**src/rtl/arb_pkg.sv**
```systemverilog
// Shared types and helpers for the eight-way rotating-priority bus arbiter.
package arb_pkg;

    localparam int N     = 8;
    localparam int IDX_W = 3;

    typedef enum logic {
        IDLE  = 1'b0,
        GRANT = 1'b1
    } arb_state_t;

    // Index one below idx, wrapping 0 back to N-1.
    function automatic logic [IDX_W-1:0] dec_wrap(input logic [IDX_W-1:0] idx);
        return idx - IDX_W'(1);
    endfunction

endpackage

```
**src/rtl/rot_pri_enc.sv**
```systemverilog
// Combinational rotating-priority encoder: bit 'start' has top priority,
// then start-1, start-2, ... wrapping through 0 to N-1.
module rot_pri_enc
    import arb_pkg::*;
(
    input  logic [N-1:0]     req,
    input  logic [IDX_W-1:0] start,
    output logic             valid,
    output logic [IDX_W-1:0] idx
);

    logic [N-1:0]     rot;
    logic [IDX_W-1:0] pos;

    // rot[N-1] is req[start]; rot[gi] is req[start+gi+1], so the fixed
    // MSB-first search below walks start, start-1, ... in order.
    genvar gi;
    generate
        for (gi = 0; gi < N; gi++) begin : g_rot
            assign rot[gi] = req[start + IDX_W'(gi + 1)];
        end
    endgenerate

    always_comb begin
        pos   = '0;
        valid = |rot;
        for (int i = 0; i < N; i++) begin
            if (rot[i]) begin
                pos = IDX_W'(i);
            end
        end
        idx = valid ? (start + pos + IDX_W'(1)) : '0;
    end

endmodule

```
**src/rtl/rr_arbiter.sv**
```systemverilog
// Eight-way arbiter with registered one-hot grant, hold timeout and a
// mandatory idle turnaround cycle between owners.
module rr_arbiter
    import arb_pkg::*;
#(
    parameter int MAX_HOLD = 16
) (
    input  logic             clk,
    input  logic             rst,
    input  logic [N-1:0]     req,
    input  logic             rr_en,
    output logic [N-1:0]     gnt,
    output logic             gnt_valid,
    output logic [IDX_W-1:0] gnt_id
);

    localparam int HCNT_W = (MAX_HOLD > 0) ? $clog2(MAX_HOLD + 1) : 1;
    localparam logic [HCNT_W-1:0] HOLD_LAST = HCNT_W'((MAX_HOLD > 0) ? MAX_HOLD - 1 : 0);
    localparam bit TIMEOUT_EN = (MAX_HOLD != 0);

    arb_state_t        state_reg, state_next;
    logic [N-1:0]      gnt_reg, gnt_next;
    logic [IDX_W-1:0]  gnt_id_reg, gnt_id_next;
    logic [IDX_W-1:0]  ptr_reg, ptr_next;
    logic [HCNT_W-1:0] hcnt_reg, hcnt_next;

    logic             enc_valid;
    logic [IDX_W-1:0] enc_idx;
    logic [IDX_W-1:0] enc_start;

    assign enc_start = rr_en ? ptr_reg : IDX_W'(N - 1);

    rot_pri_enc u_enc (
        .req   (req),
        .start (enc_start),
        .valid (enc_valid),
        .idx   (enc_idx)
    );

    always_ff @(posedge clk) begin
        if (rst) begin
            state_reg  <= IDLE;
            gnt_reg    <= '0;
            gnt_id_reg <= '0;
            ptr_reg    <= IDX_W'(N - 1);
            hcnt_reg   <= '0;
        end else begin
            state_reg  <= state_next;
            gnt_reg    <= gnt_next;
            gnt_id_reg <= gnt_id_next;
            ptr_reg    <= ptr_next;
            hcnt_reg   <= hcnt_next;
        end
    end

    always_comb begin
        state_next  = state_reg;
        gnt_next    = gnt_reg;
        gnt_id_next = gnt_id_reg;
        ptr_next    = ptr_reg;
        hcnt_next   = hcnt_reg;
        case (state_reg)
            IDLE: begin
                if (enc_valid) begin
                    state_next  = GRANT;
                    gnt_next    = N'(1) << enc_idx;
                    gnt_id_next = enc_idx;
                    hcnt_next   = '0;
                    if (rr_en) begin
                        ptr_next = dec_wrap(enc_idx);
                    end
                end
            end
            GRANT: begin
                // Owner drop and timeout both return to IDLE, which forces the
                // one-cycle turnaround before anyone (including the owner) re-wins.
                if (!req[gnt_id_reg] || (TIMEOUT_EN && hcnt_reg == HOLD_LAST)) begin
                    state_next  = IDLE;
                    gnt_next    = '0;
                    gnt_id_next = '0;
                    hcnt_next   = '0;
                end else if (TIMEOUT_EN) begin
                    hcnt_next = hcnt_reg + HCNT_W'(1);
                end
            end
            default: begin
                state_next  = IDLE;
                gnt_next    = '0;
                gnt_id_next = '0;
                hcnt_next   = '0;
            end
        endcase
    end

    always_comb begin
        gnt       = gnt_reg;
        gnt_id    = gnt_id_reg;
        gnt_valid = |gnt_reg;
    end

endmodule

```
**config.mk**
```make
export PLATFORM = sky130hd
export DESIGN_NAME = rr_arbiter
export DESIGN_NICKNAME = d
export VERILOG_FILES = /design/src/rtl/arb_pkg.sv /design/src/rtl/rot_pri_enc.sv /design/src/rtl/rr_arbiter.sv
export SDC_FILE = /design/constraint.sdc
export NUM_CORES = 1
export LEC_CHECK = 0
export CORE_MARGIN = 3
export CORE_UTILIZATION = 38
export CTS_CLUSTER_SIZE = 10
export DETAILED_ROUTE_END_ITERATION = 10
export PLACE_DENSITY = 0.68
export SYNTH_ARGS = -nofsm -noshare
export SYNTH_HDL_FRONTEND = slang
export SYNTH_SLANG_ARGS = --single-unit
export TNS_END_PERCENT = 30
```
**constraint.sdc**
```tcl
create_clock -name clk -period 4.7 [get_ports clk]
set_input_delay 0.94 -clock clk [delete_from_list [all_inputs] [get_ports clk]]
set_output_delay 0.94 -clock clk [all_outputs]
set_load 0.02 [all_outputs]
```
Word level (Yosys, flattened, before mapping)
Cells that the tools add are included.
{"block": "totals", "regBits": 20, "in_bits": 11, "elab_cells": 75}
{"block": "classes", "add_sub_neg": 11, "magnitude_cmp": 9, "n_eq_ne": 3, "n_shift": 1, "muxes": 39, "n_bitwise": 1, "n_reduce_logical": 6}
{"operator": "$lt A3 B4 Y1 const B", "n": 9}
{"operator": "$bmux W1 S3", "n": 9}
{"operator": "$mux W3", "n": 8}
{"operator": "$mux W8", "n": 2}
{"operator": "$pmux W8 S2", "n": 1}
{"operator": "$reduce_or A8 Y1", "n": 2}
{"operator": "$add A3 B3 Y3 const B", "n": 4}
{"operator": "$mux W1", "n": 12}
{"operator": "$mux W5", "n": 2}
{"operator": "$pmux W5 S2", "n": 1}
{"operator": "$shl A1 B3 Y8 const A", "n": 1}
{"operator": "$add A3 B1 Y3 const B", "n": 2}
{"operator": "$add A3 B2 Y3 const B", "n": 2}
{"operator": "$pmux W3 S2", "n": 1}
{"operator": "$add A5 B1 Y5 const B", "n": 1}
{"operator": "$eq A5 B4 Y1 const B", "n": 1}
{"operator": "$mux W2", "n": 2}
{"operator": "$add A3 B3 Y3", "n": 1}
{"operator": "$reduce_and A3 Y1", "n": 1}
{"operator": "$sub A3 B1 Y3 const B", "n": 1}
{"operator": "$ne A2 B1 Y1 const B", "n": 1}
{"operator": "$ne A2 B2 Y1 const B", "n": 1}
{"operator": "$pmux W1 S2", "n": 1}
{"operator": "$reduce_and A2 Y1", "n": 1}
{"operator": "3 further kinds", "n": 3}

Depth between registers and ports, before layout
Gate-level depths: netlist of run 1.
{"block": "logic_depth", "depth_word": 17, "depth_mapped": 18, "ltp_nobuf": 17}

Modules after synthesis
A second synthesis of run 1 with hierarchy kept.
{"block": "hier_totals", "cells_unflattened": 190, "area_unflattened_um2": 1911.8}
{"module": "rr_arbiter", "n_inst": 1, "cells_each": 119, "area_per_inst_um2": 1151.1, "seq_area_each_um2": 400.4}
{"module": "rot_pri_enc", "n_inst": 1, "cells_each": 71, "area_per_inst_um2": 760.7, "seq_area_each_um2": 0.0}

Worst setup path after synthesis of run 1
Ideal clock, no wire load.
{"block": "synth_timing", "path_kind": "input -> register", "from": "input rr_en", "to": "register ptr_reg[2]", "setup_time_ns": 0.122, "arrival_time_ns": 4.543, "slack_ns": 0.035, "path_stages": 16, "n_path_buf": 1, "path_cell_list": "nor2b_4 buf_12 inv_1 ha_1 xnor2_1 mux4_2 nand3_1 nand2_1 a221oi_1 o21a_1 ha_1 fa_1 or2_2 ha_1 or3_1 a311o_1"}
{"block": "synth_via", "elab_chain_cells": 15}
{"element": "start: declaration", "line_no": "rr_arbiter.sv:11", "text": "input logic rr_en,"}
{"element": "$mux W3", "line_no": "rr_arbiter.sv:31", "text": "assign enc_start = rr_en ? ptr_reg : IDX_W'(N - 1);"}
{"element": "$add A3 B2 Y3", "line_no": "rot_pri_enc.sv:20", "text": "assign rot[gi] = req[start + IDX_W'(gi + 1)];"}
{"element": "$bmux W1 S3", "line_no": "rot_pri_enc.sv:20"}
{"element": "$mux W1 (not written as such)", "line_no": "rot_pri_enc.sv:20"}
{"element": "$mux W1", "line_no": "rot_pri_enc.sv:28", "text": "if (rot[i]) begin"}
{"element": "$mux W2 (2 in a row)", "line_no": "rot_pri_enc.sv:28"}
{"element": "$mux W3 (4 in a row)", "line_no": "rot_pri_enc.sv:28"}
{"element": "$add A3 B3 Y3", "line_no": "rot_pri_enc.sv:32", "text": "idx = valid ? (start + pos + IDX_W'(1)) : '0;"}
{"element": "$add A3 B1 Y3", "line_no": "rot_pri_enc.sv:32"}
{"element": "$mux W3", "line_no": "rot_pri_enc.sv:32"}
{"element": "$sub A3 B1 Y3", "line_no": "arb_pkg.sv:14", "text": "return idx - IDX_W'(1);"}
{"element": "end signal: assignment", "line_no": "rr_arbiter.sv:45", "text": "ptr_reg <= IDX_W'(N - 1);"}
{"element": "end signal: assignment", "line_no": "rr_arbiter.sv:51", "text": "ptr_reg <= ptr_next;"}
{"element": "end: declaration", "line_no": "rr_arbiter.sv:24", "text": "logic [IDX_W-1:0] ptr_reg, ptr_next;"}
Several ways; a longest one is shown, not always the timed one. The select of a mux whose other input is x is not followed.
A chain may end at the register's enable or synchronous reset.

Final worst setup path of run 1
Same ends and word-level chain as after synthesis.

==> impl_metrics.py, run 1 <==
metrics = {
    "floorplan": {
        "die_x_um": 71.2,
        "placementRows": 23,
        "die-area_um2": 5070,
        "start_util": 0.398,
        "die_h_um": 71.2,
        "ios": 23,
        "core_um2": 4060,
    },
    "yosys": {
        "synth_warnings": 0,
        "synth_area_um2": 1620,
        "ys_seq_elements": 20,
        "ys_types": 52,
        "yosysSeqAreaShare": 0.248,
        "synth-edff-count": 0,
        "ys.flop_type": "dfxtp_1",
        "syn_nets": 201,
        "synth_area_per_cell_um2": 8.98,
        "async_reset_ff_frac": 0,
        "netlist_instances": 180,
    },
    "global_routing": {
        "antenna_found_initial": 0,
        "gr-total-overflow": 0,
        "grt_pass1_wl_mm": 7.20,
        "grt_pass1_vias": 1502,
        "grtUsageTotal": 0.174,
        "grt_max_degree": 20,
    },
    "sta": {
        "hold_violations": 0,
        "setup_viol": 0,
        "max_freq_mhz": 219,
        "worst_pin_slew_ns": 0.710,
        "period_share": 0.973,
        "finalMaxSlewViolations": 0,
        "fin_skew_ns": 0.0134,
        "worst_slack_ns": 0.128,
        "fin_crit_ns": 4.57,
        "slew_headroom": 0.525,
    },
    "clock_tree": {
        "cts_made_buffers": 3,
        "clkTransAtPathRegs_ns": 0.09,
        "cts_root_buf": "clkbuf_8",
        "cts-hold-fix-buffers": 0,
        "htree_levels": 1,
        "cts_tree": "built",
        "clock_path_buffers": 2,
        "clock_insertion_delay_worst_skew_ns": 0.26,
        "cts.sinks": 20,
    },
    "layout": {
        "fillers": 351,
        "drive_gt1_frac": 0.230,
        "nets": 252,
        "syn_to_final_growth_pct": 34.4,
        "register_area_um2": 400,
        "fin_area_um2": 2170,
        "antennaDiodeCount": 0,
        "largest_reg_flops": 8,
        "multi_input_area_um2": 1100,
    },
    "detailed_routing": {
        "via_per_inst": 5.46,
        "ant_nets": 0,
        "drt_pass1_iterations": 4,
        "vias": 1529,
        "drt_wl_total_mm": 4.28,
        "drcViolationCount": 0,
        "drt_iter0_drc": 70,
        "wl_per_cell_um": 15.3,
    },
    "setup_path": {
        "worstPathRequired_ns": 4.86,
        "end_kind": "flop",
        "start_kind": "primary input",
        "setup.worst_path.class": "in2reg",
        "arrival_ns": 4.73,
        "path_max_fanout": 3,
    },
    "placement": {
        "pre_cts_ws_ns": -0.572,
        "routabilityCongestion": 0.884,
        "placed_area_um2": 2050,
        "place_hpwl_mm": 3.22,
        "numPortBuffers": 22,
    },
    "job": {
        "maxCapViolations": 0,
    },
    "power": {
        "clockPowerShare": 0.240,
        "p_leak_nw": 0.887,
        "power_density_nw_per_um2": 332,
        "p_comb_frac": 0.475,
        "p_sw_frac": 0.339,
        "p_int_uw": 477,
        "ir_drop_mv": 0.383,
        "power.switching_uw": 245,
        "power_frac_seq": 0.286,
    },
    "hold_path": {
        "hold_class": "reg2reg",
    },
    "status": {
        "status": "finished clean",
    },
}
-- cells in the final DEF, fill, tap and decap left out, drive strengths merged, types with 2 or more instances in the layout --
master          n
buf            30
inv            25
clkdlybuf4s50  21
dfxtp          20
nor2           15
nand2          13
nand3          10
mux2i           9
ha              9
mux4            8
o21ai           5
o32ai           5
nor3b           4
a21oi           4
a2bb2o          4
and3            4
o21a            3
clkbuf          3
nor2b           3
nor4            3
o22a            2
o311ai          2
a31oi           2
xnor2           2
-- per-stage QoR --
stage          std cells  TNS [ns]  utilization  power [mW]  hold slack [ns]
2_1_floorplan        180         0            -       0.394            0.464
3_3_place_gp         273     -2.34        0.506       0.528            0.472
3_5_place_dp         273     -3.66        0.506       0.531            0.468
4_1_cts              279         0        0.534       0.718            0.482
5_1_grt              280  -0.00145        0.536       0.768            0.504
6_report             280         0        0.536       0.722            0.475
-- cell usage after synthesis (3+ instances only) --
| library cell | count | area [um2] |
|---|---|---|
| a21oi_1 | 4 | 20.0 |
| a2bb2o_1 | 4 | 40.0 |
| and3_1 | 3 | 18.8 |
| dfxtp_1 | 20 | 400 |
| ha_1 | 9 | 113 |
| inv_1 | 25 | 93.8 |
| mux2i_1 | 9 | 90.1 |
| mux4_2 | 6 | 135 |
| nand2_1 | 13 | 48.8 |
| nand3_1 | 10 | 50.1 |
| nor2_1 | 15 | 56.3 |
| nor3b_1 | 4 | 30.0 |
| o21a_1 | 3 | 22.5 |
| o21ai_0 | 5 | 25.0 |
| o32ai_1 | 5 | 43.8 |
-- routing by layer --
| layer | wire, um | GRT usage | part of all wire |
|---|---|---|---|
| met3 | 112 | 0.0281 | 0.026 |
| met1 | 2150 | 0.248 | 0.50 |
| met4 | 24 | 0.0397 | 0.0056 |
| met5 | 0 | 0 | 0 |
| met2 | 1990 | 0.279 | 0.47 |
-- power groups by stage --
stage	combinational (mW)	sequential, mW	clock [mW]
after global routing	0.375	0.210	0.183
after CTS	0.336	0.207	0.175
after global placement	0.318	0.210	0
final	0.343	0.206	0.173
after floorplan	0.175	0.219	0
after detailed placement	0.321	0.210	0
-- kinds of logic (layout without fill, tap and decap cells) --
logic type	count (synthesis)	count (layout)	share of synthesized area
buffers and inverters	31	81	0.0875
adders and majority gates	10	10	0.0820
DFF	20	20	0.248
xor gates and xnor gates	2	2	0.0108
muxes	18	18	0.179
AOI/OAI and AO/OA	40	40	0.200
and+or+nand+nor	59	59	0.194
-- timing repair --
action,CTS,global route
pin swaps,4,2
buffers inserted,2,1
gates resized for setup,7,0
endpoints found under the setup margin,8,1
hold endpoints to repair,0,0
-- worst paths after layout --
path	startpoint	end	slack, ns	cells after the start
max	rr_en	ptr_reg[2]	0.13	15
min	gnt[5]	gnt[5]	0.47	2
max reg2reg	ptr_reg[1]	ptr_reg[2]	0.63	14
min reg2reg	gnt[5]	gnt[5]	0.47	2
-- worst max-delay path: stages --
cell and delay (ns):
dlygate4sd2_1 0.22, or2b_1 0.26, ha_2 0.20, xnor2_2 0.20
mux4_2 0.57, nand3_2 0.10, nand2_1 0.08, a221oi_2 0.26
o21a_1 0.16, ha_2 0.16, fa_1 0.40, or2_4 0.27
ha_1 0.19, or3_1 0.39, a311o_1 0.32
-- final cells by class --
class / count / share of cell area
Clock buffer: 3 / 0.0190
Clock inverter: 1 / 0.0138
Sequential cell: 20 / 0.184
Multi-Input combinational cell: 129 / 0.507
Tap cell: 50 / 0.0288
Timing Repair Buffer: 52 / 0.204
Inverter: 25 / 0.0432
(Power assumes the default switching activity.)
==> run 2, diff against run 1 <==
--- a/config.mk
+++ b/config.mk
@@ -7,6 +7,7 @@
 export LEC_CHECK = 0
 export CORE_MARGIN = 3
 export CORE_UTILIZATION = 38
+export CTS_BUF_LIST = sky130_fd_sc_hd__clkbuf_16
 export CTS_CLUSTER_SIZE = 10
 export DETAILED_ROUTE_END_ITERATION = 10
 export PLACE_DENSITY = 0.68
==> run 2 against run 1 <==
Clock power is 35% higher. Via count is 2.6% higher. Cell area is 1.9% higher. Sequential power hardly changed. Critical path depth stayed put. Wire length is 2.1% higher. Die area stayed put. Critical path type unchanged.
==> impl_metrics.py, run 2 (synthesized netlist as in run 1, its figures left out) <==
metrics = {
    "clock_tree": {
        "cts_tree": "built",
        "clkTransAtPathRegs_ns": 0.06,
        "cts.sinks": 20,
        "clock_path_buffers": 2,
        "htree_levels": 1,
        "clock_insertion_delay_worst_skew_ns": 0.25,
        "cts_root_buf": "clkbuf_16",
        "cts_made_buffers": 3,
        "cts-hold-fix-buffers": 0,
    },
    "setup_path": {
        "slowest_stage": "mux4_2",
        "rrSetupSlack_ns": 0.65,
        "r2r_end": "ptr_reg[2]",
        "arrival_ns": 4.70,
        "path_max_fanout": 3,
        "worstRegToRegCells": 14,
        "end_kind": "flop",
        "crit_path_max_incr_delay_ns": 0.57,
        "worstPathRequired_ns": 4.84,
        "cp_common_cell": "ha_2",
        "path_cells": "dlygate4sd2_1, or2b_1, ha_2, xnor2_2, mux4_2, nand3_2, nand2_1, a221oi_2, o21a_1, ha_2, fa_1, or2_4, ha_1, or3_1, a311o_1",
        "setup.worst_path.class": "in2reg",
        "start_kind": "primary input",
        "timing.rr.start": "ptr_reg[1]",
    },
    "placement": {
        "routabilityCongestion": 0.884,
        "place_hpwl_mm": 3.22,
        "pre_cts_ws_ns": -0.572,
        "placedCellCount": 273,
        "numPortBuffers": 22,
    },
    "floorplan": {
        "ios": 23,
        "placementRows": 23,
        "die_h_um": 71.2,
        "start_util": 0.398,
        "core_um2": 4060,
        "die_x_um": 71.2,
        "die-area_um2": 5070,
    },
    "sta": {
        "finalMaxSlewViolations": 0,
        "hold_violations": 0,
        "fin_crit_ns": 4.56,
        "period_share": 0.970,
        "fin_skew_ns": 0.00615,
        "worst_pin_slew_ns": 0.714,
        "setup_viol": 0,
        "slew_headroom": 0.522,
        "max_freq_mhz": 219,
        "worst_slack_ns": 0.141,
    },
    "layout": {
        "drive_gt1_frac": 0.234,
        "syn_to_final_growth_pct": 37.0,
        "largest_reg_flops": 8,
        "nets": 253,
        "final_common_cell": "buf_4",
        "fillers": 348,
        "final_cell_mix": "31 x buf_4, 25 x inv_1, 21 x clkdlybuf4s50_1",
        "finalNonFillerCells": 281,
        "register_area_um2": 400,
        "multi_input_area_um2": 1100,
        "antennaDiodeCount": 0,
    },
    "status": {
        "status": "finished clean",
    },
    "power": {
        "power_density_nw_per_um2": 356,
        "p_leak_nw": 0.907,
        "ir_drop_mv": 0.293,
        "total_power_uw": 788,
    },
    "detailed_routing": {
        "drt_iter0_drc": 64,
        "wl_per_cell_um": 15.5,
        "drt_wl_total_mm": 4.36,
        "vias": 1569,
        "ant_nets": 0,
        "via_per_inst": 5.58,
        "drcViolationCount": 0,
        "drt_pass1_iterations": 5,
    },
    "global_routing": {
        "antenna_found_initial": 0,
        "grtUsageTotal": 0.179,
        "grt_max_degree": 20,
        "gr-total-overflow": 0,
        "grt_pass1_wl_mm": 7.38,
        "grt_pass1_vias": 1509,
    },
    "job": {
        "maxCapViolations": 0,
    },
    "hold_path": {
        "min_to": "gnt[5]",
        "hp-start": "gnt[5]",
        "hold_class": "reg2reg",
        "hold_depth": 2,
    },
}
-- run 2: cell types whose count changed in the layout (fill, tap and decap cells not counted) --
cell | before | now
clkbuf_16 | 0 | 3
clkbuf_8 | 3 | 0
buf_4 | 30 | 31
-- run 2: worst max path at each step --
| stage | from | endpoint | slack [ns] | cells after the start |
|---|---|---|---|---|
| CTS | rr_en | ptr_reg[2] | 0.21 | 15 |
| floorplan | rr_en | ptr_reg[2] | 0.03 | 16 |
| global route | rr_en | ptr_reg[2] | -0.004 | 15 |
| finish | rr_en | ptr_reg[2] | 0.14 | 15 |
| detailed placement | rr_en | ptr_reg[2] | -0.57 | 15 |
| global placement | rr_en | ptr_reg[2] | -0.40 | 15 |
-- run 2: stage by stage --
stage,area (um2),setup TNS [ns],hold WS (ns),utilization
4_1_cts,2210,0,0.479,0.544
3_3_place_gp,2050,-2.34,0.472,0.506
3_5_place_dp,2050,-3.66,0.468,0.506
5_1_grt,2210,-0.00379,0.500,0.546
6_report,2210,0,0.475,0.546
2_1_floorplan,1620,0,0.464,-
-- run 2: routing by layer --
layer / up-vias / share of wire / global-route usage
li1: 762 / - / -
met1: 761 / 0.48 / 0.253
met2: 42 / 0.47 / 0.284
met3: 4 / 0.037 / 0.0337
met4: 0 / 0.0055 / 0.0397
met5: - / 0 / 0
-- run 2: worst max-delay path, delay by kind of cell --
kind / cells / cell delay (ns)
simple gates: 5 / 1.10
fa+ha+maj: 4 / 0.95
xor+xnor: 1 / 0.20
mux: 1 / 0.57
buf+inv: 1 / 0.22
compound gates: 3 / 0.72
-- run 2: area by class of cell --
class                   count  area share
well taps                  50      0.0282
inverters                  25      0.0424
multi-input cells         129       0.497
repair buffers             53       0.204
clock inverters             1      0.0136
flip-flops and latches     20       0.181
clock buffers               3      0.0339
-- run 2: what timing repair did --
| item | CTS | global route |
|---|---|---|
| endpoints found under the setup margin | 9 | 1 |
| buffers inserted | 3 | 1 |
| resized for setup | 7 | 0 |
| pin swaps | 4 | 3 |
-- run 2: power breakdown --
group / internal, mW / switching (mW)
sequential: 0.187 / 0.0196
combinational: 0.179 / 0.168
clock: 0.169 / 0.0650
==> run 3, diff against run 2 <==
--- a/config.mk
+++ b/config.mk
@@ -10,6 +10,7 @@
 export CTS_BUF_LIST = sky130_fd_sc_hd__clkbuf_16
 export CTS_CLUSTER_SIZE = 10
 export DETAILED_ROUTE_END_ITERATION = 10
+export GPL_TIMING_DRIVEN = 0
 export PLACE_DENSITY = 0.68
 export SYNTH_ARGS = -nofsm -noshare
 export SYNTH_HDL_FRONTEND = slang
==> run 3 against run 2 <==
Clock power hardly changed. Combinational power is 14% lower. Via count is 6.9% lower. Final cell count is 6.4% lower. Largest power group unchanged. Highest routed layer unchanged.
==> impl_metrics.py, run 3 (synthesized netlist as in run 1, its figures left out) <==
metrics = {
    "status": {
        "status": "finished clean",
    },
    "power": {
        "p_int_uw": 502,
        "p_sw_frac": 0.321,
        "p_comb_frac": 0.406,
        "power_frac_seq": 0.279,
        "power.switching_uw": 237,
        "power_density_nw_per_um2": 354,
        "ir_drop_mv": 0.231,
        "clockPowerShare": 0.316,
        "p_leak_nw": 0.821,
    },
    "clock_tree": {
        "htree_levels": 1,
        "clock_insertion_delay_worst_skew_ns": 0.25,
        "clock_path_buffers": 2,
        "cts.sinks": 20,
        "cts_made_buffers": 3,
        "cts-hold-fix-buffers": 0,
        "cts_root_buf": "clkbuf_16",
        "cts_tree": "built",
        "clkTransAtPathRegs_ns": 0.06,
    },
    "detailed_routing": {
        "drt_pass1_iterations": 4,
        "wl_per_cell_um": 14.5,
        "drt_wl_total_mm": 3.82,
        "drt_iter0_drc": 35,
        "via_per_inst": 5.55,
        "vias": 1460,
        "ant_nets": 0,
        "drcViolationCount": 0,
    },
    "setup_path": {
        "cp_common_cell": "ha_1",
        "slowest_stage": "mux4_2",
        "crit_path_max_incr_delay_ns": 0.55,
        "path_cells": "clkbuf_4, nor2b_4, buf_12, inv_1, ha_2, xnor2_4, mux4_2, nand3_2, nand2_1, a221oi_2, o21a_1, ha_1, fa_1, or2_4, ha_1, or3_1, a311o_1",
        "worstPathRequired_ns": 4.84,
        "arrival_ns": 4.65,
        "setup.worst_path.class": "in2reg",
        "path_max_fanout": 10,
        "start_kind": "primary input",
        "end_kind": "flop",
    },
    "layout": {
        "final_cell_mix": "25 x inv_1, 20 x dfxtp_1, 20 x clkdlybuf4s50_1",
        "finalNonFillerCells": 263,
        "nets": 235,
        "fin_area_um2": 2090,
        "largest_reg_flops": 8,
        "fin_util": 0.514,
        "syn_to_final_growth_pct": 29.1,
        "drive_gt1_frac": 0.164,
        "fillers": 363,
        "final_common_cell": "inv_1",
        "register_area_um2": 400,
        "multi_input_area_um2": 1110,
        "antennaDiodeCount": 0,
    },
    "sta": {
        "max_freq_mhz": 222,
        "fin_crit_ns": 4.51,
        "finalMaxSlewViolations": 0,
        "setup_viol": 0,
        "holdWs_ns": 0.477,
        "worst_slack_ns": 0.186,
        "slew_headroom": 0.656,
        "fin_skew_ns": 0.00580,
        "period_share": 0.960,
        "worst_pin_slew_ns": 0.512,
        "hold_violations": 0,
    },
    "placement": {
        "placedCellCount": 251,
        "pre_cts_ws_ns": -0.896,
        "place_hpwl_mm": 2.92,
        "placed_area_um2": 1890,
        "numPortBuffers": 21,
        "routabilityCongestion": 0.781,
    },
    "floorplan": {
        "core_um2": 4060,
        "die_x_um": 71.2,
        "placementRows": 23,
        "die_h_um": 71.2,
        "start_util": 0.398,
        "die-area_um2": 5070,
        "ios": 23,
    },
    "global_routing": {
        "grt_pass1_vias": 1348,
        "grtUsageTotal": 0.157,
        "use_met3": 0.0210,
        "gr-usage-met1": 0.221,
        "grt.busiest_layer": "met2",
        "antenna_found_initial": 0,
        "grt_pass1_wl_mm": 6.47,
        "grt_max_degree": 13,
        "grt_use_met2": 0.249,
        "gr-total-overflow": 0,
    },
    "job": {
        "maxCapViolations": 0,
    },
    "hold_path": {
        "hold_class": "reg2reg",
    },
}
run 3: cell count changes in the layout (fill, tap and decap cells not counted), sizes merged:
cell / delta
clkdlybuf4s50: -1
dlygate4sd2: -1
buf: -18
clkbuf: +2
run 3: worst max-delay path, delay by kind of cell:
family	cells	cell delay, ns
compound gates	3	0.70
mux	1	0.55
simple gates	5	0.99
xor+xnor	1	0.18
buf+inv	3	0.31
fa+ha+maj	4	0.95
run 3: power by group through the flow:
stage | registers, mW | clock network (mW) | logic (mW)
finish | 0.206 | 0.233 | 0.300
global route | 0.209 | 0.243 | 0.333
CTS | 0.206 | 0.235 | 0.284
detailed placement | 0.209 | 0 | 0.269
global placement | 0.209 | 0 | 0.267
floorplan | 0.219 | 0 | 0.175
run 3: final timing paths:
check | to | slack, ns | startpoint | cells past startpoint
worst max-delay path | ptr_reg[2] | 0.19 | rr_en | 17
worst min-delay path | gnt[5] | 0.48 | gnt[5] | 2
worst max register to register | ptr_reg[2] | 0.64 | ptr_reg[0] | 16
worst min register to register | gnt[5] | 0.48 | gnt[5] | 2
run 3: repair_timing:
action	4_1_cts	5_1_grt
resized for setup	7	4
setup buffers	3	5
setup endpoints to repair	11	1
pin swaps	1	3
hold endpoints to repair	0	0
run 3: metrics by stage:
step | total power, mW | TNS [ns]
after floorplan | 0.394 | 0
after global placement | 0.476 | -6.40
after detailed placement | 0.478 | -6.17
after CTS | 0.725 | 0
after global routing | 0.785 | -0.00199
final | 0.739 | 0
run 3: metal layers:
| metal | wire length (um) | up-vias |
|---|---|---|
| met4 | 99 | 0 |
| met5 | 0 | - |
| met2 | 1770 | 27 |
| met1 | 1850 | 692 |
| met3 | 106 | 8 |
| li1 | - | 733 |
run 3: final cells by class:
cell class,instances,area share
multi-input cells,129,0.532
inverters,25,0.0450
clock buffers,3,0.0360
plain buffers,6,0.0228
clock inverters,1,0.0144
flip-flops and latches,20,0.192
repair buffers,29,0.128
well taps,50,0.0300
